<file path="src/rtl/sensor_byte_streamer.sv">
// sensor_byte_streamer
//   Buffers full-width sensor samples in a small circular FIFO and serializes
//   each one into bytes (LSB first), one byte per cycle, for the isolation-tree
//   anomaly detector. The sensor cannot stall, so a sample that arrives while
//   the FIFO is full is dropped and latched into a sticky overflow flag.
//
// Ports
//   clk            rising-edge clock
//   reset          asynchronous, active-low reset
//   s_data         sensor sample (SAMPLE_W bits)
//   s_valid        sample strobe, at most one sample per cycle
//   s_ready        FIFO not full (informational, the sensor does not wait)
//   out_en         downstream pacing enable; low pauses byte emission
//   data_out       serialized byte
//   data_valid     one-cycle qualifier for data_out
//   level          samples held in the FIFO (not counting the one being shifted)
//   overflow       sticky drop flag
//   clear_overflow synchronous clear of overflow (a same-cycle drop wins)
module sensor_byte_streamer #(
  parameter  int SAMPLE_W = 16,
  parameter  int DEPTH    = 8,
  localparam int ADDR_W   = $clog2(DEPTH)
) (
  input  logic                clk,
  input  logic                reset,
  input  logic [SAMPLE_W-1:0] s_data,
  input  logic                s_valid,
  output logic                s_ready,
  input  logic                out_en,
  output logic [7:0]          data_out,
  output logic                data_valid,
  output logic [ADDR_W:0]     level,
  output logic                overflow,
  input  logic                clear_overflow
);

  localparam int NB    = SAMPLE_W / 8;
  localparam int CNT_W = (NB > 1) ? $clog2(NB) : 1;

  localparam logic [ADDR_W:0]  FULL_LVL  = (ADDR_W + 1)'(DEPTH);
  localparam logic [CNT_W-1:0] LAST_BYTE = CNT_W'(NB - 1);

  localparam logic [0:0] IDLE  = 1'b0;
  localparam logic [0:0] SHIFT = 1'b1;

  logic [SAMPLE_W-1:0] mem [DEPTH];
  logic [ADDR_W-1:0]   wr_ptr;
  logic [ADDR_W-1:0]   rd_ptr;
  logic [SAMPLE_W-1:0] shreg_p0;
  logic [CNT_W-1:0]    byte_cnt;
  logic [0:0]          state;

  logic push;
  logic drop;
  logic pop;
  logic emit;
  logic last_byte;

  // s_ready comes from the registered level, so a slot freed by a pop this
  // cycle is never reused by a push in the same cycle.
  assign s_ready   = (level != FULL_LVL);
  assign push      = s_valid && s_ready;
  assign drop      = s_valid && !s_ready;
  assign emit      = (state == SHIFT) && out_en;
  assign last_byte = (byte_cnt == LAST_BYTE);
  // A pop is the serializer loading: from IDLE, or chained onto the last byte
  // of the current sample so consecutive samples leave no bubble.
  assign pop       = out_en && (level != '0) && ((state == IDLE) || last_byte);

  // ---- stage: FIFO storage (data only, no reset) ----
  always_ff @(posedge clk) begin
    if (push) begin
      mem[wr_ptr] <= s_data;
    end
  end

  // ---- stage: FIFO control ----
  always_ff @(posedge clk or negedge reset) begin
    if (!reset) begin
      wr_ptr   <= '0;
      rd_ptr   <= '0;
      level    <= '0;
      overflow <= 1'b0;
    end else begin
      if (push) begin
        wr_ptr <= wr_ptr + ADDR_W'(1);
      end
      if (pop) begin
        rd_ptr <= rd_ptr + ADDR_W'(1);
      end
      unique case ({push, pop})
        2'b10:   level <= level + (ADDR_W + 1)'(1);
        2'b01:   level <= level - (ADDR_W + 1)'(1);
        default: level <= level;
      endcase
      if (drop) begin
        overflow <= 1'b1;
      end else if (clear_overflow) begin
        overflow <= 1'b0;
      end
    end
  end

  // ---- stage: serializer (shift register -> byte output) ----
  always_ff @(posedge clk or negedge reset) begin
    if (!reset) begin
      state      <= IDLE;
      shreg_p0   <= '0;
      byte_cnt   <= '0;
      data_out   <= 8'h00;
      data_valid <= 1'b0;
    end else begin
      data_valid <= emit;
      if (emit) begin
        data_out <= shreg_p0[7:0];
      end
      unique case (state)
        IDLE: begin
          if (pop) begin
            shreg_p0 <= mem[rd_ptr];
            byte_cnt <= '0;
            state    <= SHIFT;
          end
        end
        SHIFT: begin
          if (out_en) begin
            if (last_byte) begin
              if (pop) begin
                shreg_p0 <= mem[rd_ptr];
                byte_cnt <= '0;
              end else begin
                shreg_p0 <= shreg_p0 >> 8;
                byte_cnt <= '0;
                state    <= IDLE;
              end
            end else begin
              shreg_p0 <= shreg_p0 >> 8;
              byte_cnt <= byte_cnt + CNT_W'(1);
            end
          end
        end
        default: state <= IDLE;
      endcase
    end
  end

endmodule
</file>
<file path="config.mk">
export PLATFORM = sky130hd
export DESIGN_NAME = sensor_byte_streamer
export DESIGN_NICKNAME = d
export VERILOG_FILES = /design/src/rtl/sensor_byte_streamer.sv
export SDC_FILE = /design/constraint.sdc
export NUM_CORES = 1
export LEC_CHECK = 0
export BUFFER_PORTS_ARGS = -buffer_cell sky130_fd_sc_hd__buf_2
export CAP_MARGIN = 5
export CELL_PAD_IN_SITES_DETAIL_PLACEMENT = 0
export CELL_PAD_IN_SITES_GLOBAL_PLACEMENT = 2
export CORE_ASPECT_RATIO = 1.25
export CORE_MARGIN = 8
export CORE_UTILIZATION = 26
export DETAILED_ROUTE_END_ITERATION = 6
export HOLD_SLACK_MARGIN = 0.05
export MAX_ROUTING_LAYER = met4
export PLACE_DENSITY_LB_ADDON = 0.3
export SLEW_MARGIN = 20
export SYNTH_ARGS = -nofsm -noshare
export SYNTH_HDL_FRONTEND = slang
export SYNTH_SLANG_ARGS = --single-unit
</file>
<file path="constraint.sdc">
create_clock -name clk -period 3.65 [get_ports clk]
set_clock_uncertainty 0.05 [all_clocks]
set_input_delay 0.365 -clock clk [delete_from_list [all_inputs] [get_ports clk]]
set_output_delay 0.365 -clock clk [all_outputs]
set_load 0.02 [all_outputs]
</file>
==> results of run 1 <==
-- power by group through the flow --
| stage | Sequential [uW] | Combinational [uW] | Clock, uW |
|---|---|---|---|
| floorplan | 2700 | 1150 | 0 |
| global placement | 2770 | 1550 | 0 |
| detailed placement | 2780 | 1570 | 0 |
| CTS | 2750 | 1570 | 1760 |
| global route | 2790 | 1660 | 1840 |
| finish | 2730 | 1520 | 1710 |
-- flip-flops by register name, indices dropped and copies added, names as in the netlist --
| register | count |
|---|---|
| mem | 128 |
| shreg_p0 | 16 |
| data_out | 8 |
| level | 4 |
| rd_ptr | 3 |
| wr_ptr | 3 |
| byte_cnt | 1 |
| data_valid | 1 |
| overflow | 1 |
| state | 1 |
-- worst paths after layout --
kind | startpoint | to | slack (ns) | cells after the start
setup / recovery | level[1] | level[2] | 0.95 | 10
hold / removal | clear_overflow | overflow | 0.08 | 2
setup reg to reg | level[1] | level[2] | 0.95 | 10
hold reg to reg | shreg_p0[7] | shreg_p0[7] | 0.43 | 2
max in group asynchronous | reset | rd_ptr[2] | 2.37 | 2
min in group asynchronous | reset | level[2] | 0.55 | 2
-- stage by stage --
stage | area [um^2] | hold slack (ns) | total power [uW] | util, %
after floorplan | 6610 | 0.0194 | 3850 | -
after global placement | 7160 | 0.428 | 4320 | 28.5
after detailed placement | 7160 | 0.428 | 4350 | 28.5
after CTS | 7740 | 0.0623 | 6080 | 30.8
after global routing | 7740 | 0.0597 | 6290 | 30.8
final | 7740 | 0.0845 | 5960 | 30.8
-- metal layers --
layer	part of all wire, %	global-route usage [%]	routed length (um)	vias to the layer above
met2	53	15.3	6810	42
met5	0	-	0	-
met3	3.3	2.63	420	10
li1	-	-	-	1453
met1	42	10.3	5460	1601
met4	1.3	3.36	167	0
-- logic make-up (layout without fill, tap and decap cells) --
group | after synthesis | in the layout | share of synthesized area (%)
AO/OA/AOI/OAI | 22 | 22 | 2.75
XOR/XNOR | 8 | 8 | 1.06
adder cells (fa/ha/maj) | 5 | 5 | 0.947
buffers and inverters | 20 | 81 | 2.06
flip-flops | 166 | 166 | 72.5
multiplexers | 58 | 58 | 16.6
other | 0 | 1 | 0
AND/OR/NAND/NOR | 54 | 54 | 4.03
-- synth_stat cells, drive strengths merged --
cell,n,area share [%]
a2111oi,1,0.13
ha,5,0.95
mux2i,8,1.2
o41ai,1,0.42
dfrtp,38,14
nor3,4,0.30
nand2b,4,0.38
o21ai,10,0.81
xnor2,4,0.53
a21oi,1,0.076
nor2,8,0.49
or4b,1,0.15
a221o,8,1.2
clkbuf,6,0.34
nor4b,1,0.13
and2,2,0.19
nor2b,1,0.095
mux2,18,3.1
o22ai,1,0.095
inv,5,0.28
xor2,4,0.53
nor4,1,0.095
mux4,32,12
nand2,22,1.2
edfxtp,128,58
nand3,1,0.076
and3,8,0.76
nand3b,1,0.11
buf,9,1.4
-- worst max-delay path: stages (launching register included) --
cell,delay (ns)
dfrtp_1,0.49
or4b_1,0.62
and2_1,0.25
inv_2,0.11
ha_1,0.28
xor2_1,0.10
ha_1,0.19
a21oi_1,0.14
xor2_1,0.16
nor2_1,0.07
xor2_1,0.14
-- placed cells by master, fill, tap and decap left out, drive strengths merged, types with 2 or more instances in the layout --
cell,n
and3,8
edfxtp,128
mux4,32
xnor2,4
dfrtp,38
ha,5
and2,2
xor2,4
clkinv,8
nand2,22
mux2i,8
mux2,18
nand2b,4
clkbuf,17
buf,43
a221o,8
nor3,4
nor2,8
o21ai,10
inv,11
-- layout make-up --
class                           count  area, um^2  area share [%]
Clock inverter                     15         143            1.84
Clock buffer                       17         425            5.49
Inverter                            5        18.8           0.242
Timing Repair Buffer               44         245            3.17
Tap cell                          335         419            5.41
Multi-Input combinational cell    147        1690            21.9
Antenna cell                        1        2.50          0.0323
Sequential cell                   166        4800            61.9
-- what timing repair did --
action / CTS / global route
setup buffers: 0 / 0
hold buffers: 1 / 0
hold endpoints to repair: 13 / 0
==> results.md, run 1 <==
* Status: finished clean
* Final setup TNS at 0 ns
* Die W at 159 um
* Antenna violations before repair at 1
* Via count at 3106
* Syn_nets at 359
* Core area at 0.0251 mm^2
* Sequential share of power at 45.8%
* Placement Setup Slack at 0.951 ns
* Net Sw Power at 1840 uW
* Post-route ant nets at 0
* Die height at 194 um
* Peak VDD IR at 0.274 mV
* Part of the cycle the worst path needs at 74.0%
* CTS tree: done
* Layout cells sized above 1 at 26.1%
* RSZ-0062 raised after global routing: false
* CTS resizes at 0
* Post-route setup slack at 0.950 ns
* Leak at 0.00280 uW
* Largest net degree at the start of global routing at 39
* Max-cap violations at 0
* CP Max Fanout at 8
* Cts bufs inserted at 17
* Area grow syn2layout at 17.2%
* Critical path arrival at 2.95 ns
* Worst Path Class, Setup: reg2reg
* Total Wirelength at 12900 um
* Relative slew slack at 36.2%
* Setup Viol. Count Final at 0
* Fill count at 2422
* Layout Nets at 407
* DRT iter0 DRCs at 238
* # H-tree levels at 4
* Hold Path Class: in2reg
* CTS clk-pin slew, worst paths at 0.06 ns
* F_max at 0.370 GHz
* Die area at 0.0308 mm^2
* TritonCTS sink count at 166
* Clk Latency, worst-skew pair at 0.42 ns
* Post-Syn Area per Cell at 19.8 um^2
* Synth Warn # at 0
* Dpl cells at 696
* Slew Viols, Final at 0
* Pre-antenna DRT Iters at 4
* Internal power at 4110 uW
* Post-Syn Area at 0.00661 mm^2
* Placer Congestion at 0.639
* Sw Ratio at 30.9%
* Total track usage at 9.19%
* Seq cells post-synth at 166
* Post-DP HPWL at 8210 um
* Comb power frac at 25.5%
* Yosys cell types at 37
* WP data required at 3.90 ns
* Vias in the first global route at 3326
* Critical Path Sink Type: register
* First-pass GRT wire length at 20200 um
* Non-Filler Instances at 730
* Routed WL per cell at 17.6 um
* Aggregate global routing overflow at 0
* Clk network pwr share at 28.7%
* Initial core utilization at 26.3%
* PD cells at 769 mW/mm^2
* Clock Path Buffers at 2
* Final worst path period need at 2.70 ns
* Final hold vios at 0
* PortBufs at 35
* # IOs at 36
* Worst-margin pin slew at 0.949 ns
* Root buf cell: clkbuf_16
* Rows at 65
* Syn Inst Count at 333
* Startpoint Class: register
* DR DRC count at 0
* Sequential element share of the synthesized area at 72.5%
* Vias/cell at 4.25
Note: power is estimated with default switching activity, not from simulation.
==> run 2: changes to the inputs <==
Clock period 3.65 ns to 2.5 ns, I/O delays scaled along.
==> results.md, run 2 (same netlist as run 1, synthesis figures left out) <==
* Total track usage at 9.41% (+0.23 points)
* Max-cap violations at 0 (unchanged)
* Critical path arrival at 2.65 ns (-0.30 ns)
* Die height at 194 um (unchanged)
* Top flop regs: mem (128), shreg_p0 (16), data_out (8)
* Slowest cell on crit path: or4b_4
* Hold Path Class: in2reg
* PD cells at 1130 mW/mm^2 (+47%)
* F_max at 0.418 GHz (+13%)
* Part of the cycle the worst path needs at 95.7% (+22 points)
* Clk Latency, worst-skew pair at 0.42 ns (about the same)
* # IOs at 36 (unchanged)
* Cts bufs inserted at 17 (unchanged)
* Post-route setup slack at 0.109 ns (-0.841 ns)
* Worst Path Class, Setup: reg2reg
* CP Max Fanout at 5 (-3)
* Critical Path Sink Type: register
* Routed WL per cell at 17.7 um (+0.66%)
* Largest net degree at the start of global routing at 39 (unchanged)
* Area grow syn2layout at 21.9%
* Clock Path Buffers at 2 (unchanged)
* CTS clk-pin slew, worst paths at 0.07 ns (about the same)
* TritonCTS sink count at 166 (unchanged)
* Largest delay share family, worst path: simple AND/OR/NAND/NOR gates
* First-pass GRT wire length at 20700 um (+2.3%)
* Max reg flops at 128 (unchanged)
* Largest Register: mem
* Die W at 159 um (unchanged)
* Peak VDD IR at 0.331 mV (+21%)
* DRT iter0 DRCs at 184 (-23%)
* CP Cell Sequence: or4b_4 > and2_4 > inv_2 > ha_2 > nand2b_1 > a2111oi_1 > nor3_1 > xnor2_1
* Final worst path period need at 2.39 ns (-0.309 ns)
* Worst-margin pin slew at 0.876 ns (-0.0730 ns)
* Antenna violations before repair at 1 (unchanged)
* Root buf cell: clkbuf_16
* Placer Congestion at 0.683 (+7.0%)
* RSZ-0062 raised after global routing: true
* Die area at 0.0308 mm^2 (unchanged)
* Setup Viol. Count Final at 0 (unchanged)
* CTS tree: done
* Status: finished clean
* Via count at 3210 (+3.3%)
* Final core utilization at 32.1% (+1.2 points)
* Rows at 65 (unchanged)
* # H-tree levels at 4 (unchanged)
* Final hold vios at 0 (unchanged)
* Placement Setup Slack at 0.0840 ns (-0.867 ns)
* Most common cell after layout, fill and taps aside: edfxtp_1
* Layout cells sized above 1 at 29.1% (+3.0 points)
* PortBufs at 35 (unchanged)
* Leak at 0.00294 uW (+5.0%)
* Aggregate global routing overflow at 0 (unchanged)
* Max stage delay on crit path at 0.57 ns (-0.05 ns)
* Initial core utilization at 26.3% (unchanged)
* DR DRC count at 0 (unchanged)
* Post-DP HPWL at 8050 um (-1.9%)
* Total Wirelength at 13400 um (+4.1%)
* Fill count at 2412 (-0.41%)
* Startpoint Class: register
* Vias/cell at 4.25 (about the same)
* WP data required at 2.76 ns (-1.14 ns)
* Layout Nets at 432 (+6.1%)
* Post-route ant nets at 0 (unchanged)
* Vias in the first global route at 3554 (+6.9%)
* Most frequent cells in the layout: edfxtp_1, dfrtp_1, buf_2
* Relative slew slack at 41.6% (+5.4 points)
* Core area at 0.0251 mm^2 (unchanged)
* Pre-antenna DRT Iters at 4 (unchanged)
* Postcts setup bufs at 0 (unchanged)
* CP bufs+invs at 1 (unchanged)
* Slew Viols, Final at 0 (unchanged)
[run 2: changes by cell type in the layout (fill, tap and decap cells not counted), sizes merged]
cell / delta
dlygate4sd3: +14
clkinvlp: +2
bufinv: +2
buf: +11
clkinv: -4
[run 2: path summary, 6_finish.rpt]
path	from	end	slack, ns	depth (start not counted)
max in group asynchronous	reset	level[1]	1.37	2
setup / recovery	level[0]	level[3]	0.11	8
min in group asynchronous	reset	level[0]	0.43	2
setup reg to reg	level[0]	level[3]	0.11	8
hold reg to reg	shreg_p0[1]	shreg_p0[1]	0.43	2
hold / removal	s_data[5]	mem[0][5]	0.07	1
[run 2: metrics by stage]
stage          hold WS, ns  power (uW)  instance area [um^2]  std cells  setup TNS (ns)
2_1_floorplan      -0.0956        5650                  6630        333               0
3_3_place_gp         0.376        6460                  7270        707               0
5_1_grt             0.0670        9580                  8060        755         -0.0133
6_report            0.0672        9100                  8060        755               0
3_5_place_dp         0.386        6510                  7270        707               0
4_1_cts             0.0502        9250                  8040        754               0
[run 2: final cells by class]
| cell class | count | area, um^2 | share of cell area [%] |
|---|---|---|---|
| clock inverter | 15 | 189 | 2.35 |
| tap | 335 | 419 | 5.20 |
| sequential | 166 | 4800 | 59.6 |
| inverter | 5 | 18.8 | 0.233 |
| antenna | 1 | 2.50 | 0.0311 |
| multi-input combinational | 147 | 1710 | 21.2 |
| timing repair buffer | 69 | 493 | 6.12 |
| clock buffer | 17 | 425 | 5.28 |
[run 2: worst register-to-register path: stages (launching register included)]
cell	delay, ns
dfrtp_2	0.40
or4b_4	0.57
and2_4	0.20
inv_2	0.10
ha_2	0.23
nand2b_1	0.07
a2111oi_1	0.40
nor3_1	0.12
xnor2_1	0.14
[run 2: metal layers]
layer	GRT usage, %	wire length [um]	vias to the layer above
met2	16.1	6980	56
li1	-	-	1502
met5	-	0	-
met3	2.19	547	20
met4	3.68	229	0
met1	10.4	5630	1632
[run 2: what timing repair did]
| action | in CTS | in global routing |
|---|---|---|
| gates resized for setup | 0 | 3 |
| endpoints found under the hold margin | 133 | 0 |
| hold buffers | 15 | 0 |
| endpoints found under the setup margin | 0 | 2 |
[run 2: power breakdown]
group / switching, uW / internal (uW)
registers: 267 / 3550
clock network: 1110 / 1590
logic: 1360 / 1220
==> run 3: changes to the inputs <==
Settings changed: CAP_MARGIN 5 to 20, CORE_UTILIZATION 26 to 40.
==> results.md, run 3 (same netlist as run 1, synthesis figures left out) <==
* Net Sw Power at 2730 uW (-0.26%)
* Die height at 160 um (-18%)
* Critical path arrival at 2.65 ns (about the same)
* Core area at 0.0162 mm^2 (-36%)
* Most common cell after layout, fill and taps aside: edfxtp_1
* Status: finished clean
* DR DRC count at 0 (unchanged)
* Clock Path Buffers at 2 (unchanged)
* Worst hold slack at 0.0630 ns (-0.00419 ns)
* Postcts setup bufs at 0 (unchanged)
* Slowest cell on crit path: or4b_4
* Post-DP HPWL at 7540 um (-6.3%)
* CTS clk-pin slew, worst paths at 0.07 ns (about the same)
* Max reg flops at 128 (unchanged)
* F_max at 0.422 GHz (+0.94%)
* Final worst path period need at 2.37 ns (-0.0222 ns)
* Comb power frac at 29.0% (+0.6 points)
* Rows at 52 (-20%)
* CP Cell Sequence: or4b_4 > and2_4 > inv_2 > ha_4 > xor2_1 > ha_1 > a21oi_1 > xor2_1 > nor2_1 > xor2_1
* Slew Viols, Final at 0 (unchanged)
* Antenna violations before repair at 1 (unchanged)
* Leak at 0.00292 uW (-0.90%)
* Final setup TNS at 0 ns (unchanged)
* Peak VDD IR at 0.619 mV (+87%)
* Layout cells sized above 1 at 29.7% (+0.59 points)
* Root buf cell: clkbuf_16
* Clk network pwr share at 28.6% (-1.1 points)
* Setup Viol. Count Final at 0 (unchanged)
* Worst-margin pin slew at 0.841 ns (-0.0357 ns)
* Die area at 0.0209 mm^2 (-32%)
* Cell mode on critical path: xor2_1
* Vias/cell at 5.03 (+18%)
* Largest delay share family, worst path: simple AND/OR/NAND/NOR gates
* Final hold vios at 0 (unchanged)
* PortBufs at 35 (unchanged)
* Initial core utilization at 40.8% (+14 points)
* Sw Ratio at 30.6% (+0.53 points)
* Pre-antenna DRT Iters at 4 (unchanged)
* Aggregate global routing overflow at 0 (unchanged)
* Total Wirelength at 12500 um (-6.8%)
* Hold Path Class: in2reg
* DRT iter0 DRCs at 195 (+6.0%)
* Largest net degree at the start of global routing at 39 (unchanged)
* Critical Path Sink Type: register
* Die W at 131 um (-17%)
* Design area at 0.00783 mm^2 (-2.8%)
* Cts bufs inserted at 17 (unchanged)
* Area grow syn2layout at 18.5%
* Vias in the first global route at 3471 (-2.3%)
* TritonCTS sink count at 166 (unchanged)
* Largest Register: mem
* Dpl cells at 588 (-17%)
* Relative slew slack at 44.0% (+2.4 points)
* Total track usage at 13.2% (+3.8 points)
* Max stage delay on crit path at 0.55 ns (-0.02 ns)
* Max-cap violations at 0 (unchanged)
* # IOs at 36 (unchanged)
* Internal power at 6190 uW (-2.7%)
* Placement Setup Slack at 0.0613 ns (-0.0227 ns)
* Post-route ant nets at 0 (unchanged)
* Non-Filler Instances at 631 (-16%)
* Post-route setup slack at 0.131 ns (+0.0222 ns)
* CP bufs+invs at 1 (unchanged)
* Startpoint Class: register
* Via count at 3174 (-1.1%)
* WP data required at 2.78 ns (+0.02 ns)
* Layout Nets at 427 (-1.2%)
* PD cells at 1140 mW/mm^2 (+0.82%)
* Most frequent cells in the layout: edfxtp_1, dfrtp_1, buf_2
* Worst Path Class, Setup: reg2reg
* Top flop regs: mem (128), shreg_p0 (16), data_out (8)
* Routed WL per cell at 19.8 um (+12%)
* Placer Congestion at 0.705 (+3.2%)
* First-pass GRT wire length at 19700 um (-4.8%)
* # H-tree levels at 4 (unchanged)
* CP Max Fanout at 5 (unchanged)
* DP Area at 0.00713 mm^2 (-2.0%)
* Clk Latency, worst-skew pair at 0.41 ns (about the same)
* Part of the cycle the worst path needs at 94.8% (-0.89 points)
* Sequential share of power at 42.4% (+0.5 points)
* CTS tree: done
run 3: cell count changes in the layout (fill, tap and decap cells not counted), sizes merged:
cell,before,now
inv,11,17
bufinv,3,1
clkinvlp,2,1
dlygate4sd3,15,10
clkinv,4,1
run 3: power by group through the flow:
stage | combinational (uW) | sequential, uW | clock [uW]
2_1_floorplan | 1690 | 3950 | 0
3_3_place_gp | 2570 | 3810 | 0
3_5_place_dp | 2610 | 3850 | 0
4_1_cts | 2640 | 3790 | 2600
5_1_grt | 2830 | 3840 | 2730
6_report | 2580 | 3780 | 2560
run 3: layout make-up:
cell class | count | area (um^2)
well taps | 216 | 270
clock buffers | 17 | 425
diodes | 1 | 2.50
repair buffers | 64 | 443
clock inverters | 15 | 158
fillers | 1356 | 8370
flip-flops and latches | 166 | 4800
multi-input cells | 147 | 1720
inverters | 5 | 18.8
run 3: repair_timing:
item | in CTS | in global routing
hold buffers | 10 | 0
gates resized for setup | 0 | 4
hold endpoints to repair | 82 | 0
endpoints found under the setup margin | 0 | 2
run 3: worst paths after layout:
| check | startpoint | endpoint | slack [ns] | cells past startpoint |
|---|---|---|---|---|
| setup / recovery | level[0] | level[2] | 0.13 | 10 |
| hold / removal | s_data[12] | mem[3][12] | 0.06 | 1 |
| setup reg to reg | level[0] | level[2] | 0.13 | 10 |
| hold reg to reg | shreg_p0[6] | shreg_p0[6] | 0.44 | 2 |
| max in group asynchronous | reset | level[0] | 1.40 | 2 |
| min in group asynchronous | reset | overflow | 0.43 | 2 |
run 3: routing by layer:
metal  GRT usage, %  share of wire [%]
met5              -                  0
met2           22.1                 54
met3           2.77                3.0
met1           15.2                 42
met4           4.55                1.2
run 3: per-stage QoR:
stage                     power [uW]  util, %
after floorplan                 5650        -
after global placement          6380     44.0
after detailed placement        6460     44.0
after CTS                       9040     48.2
after global routing            9400     48.3
final                           8920     48.3
run 3: worst register-to-register path, cell delays in order, from the launching register on:
cell	delay, ns
dfrtp_2	0.40
or4b_4	0.55
and2_4	0.20
inv_2	0.10
ha_4	0.18
xor2_1	0.19
ha_1	0.17
a21oi_1	0.05
xor2_1	0.14
nor2_1	0.11
xor2_1	0.16
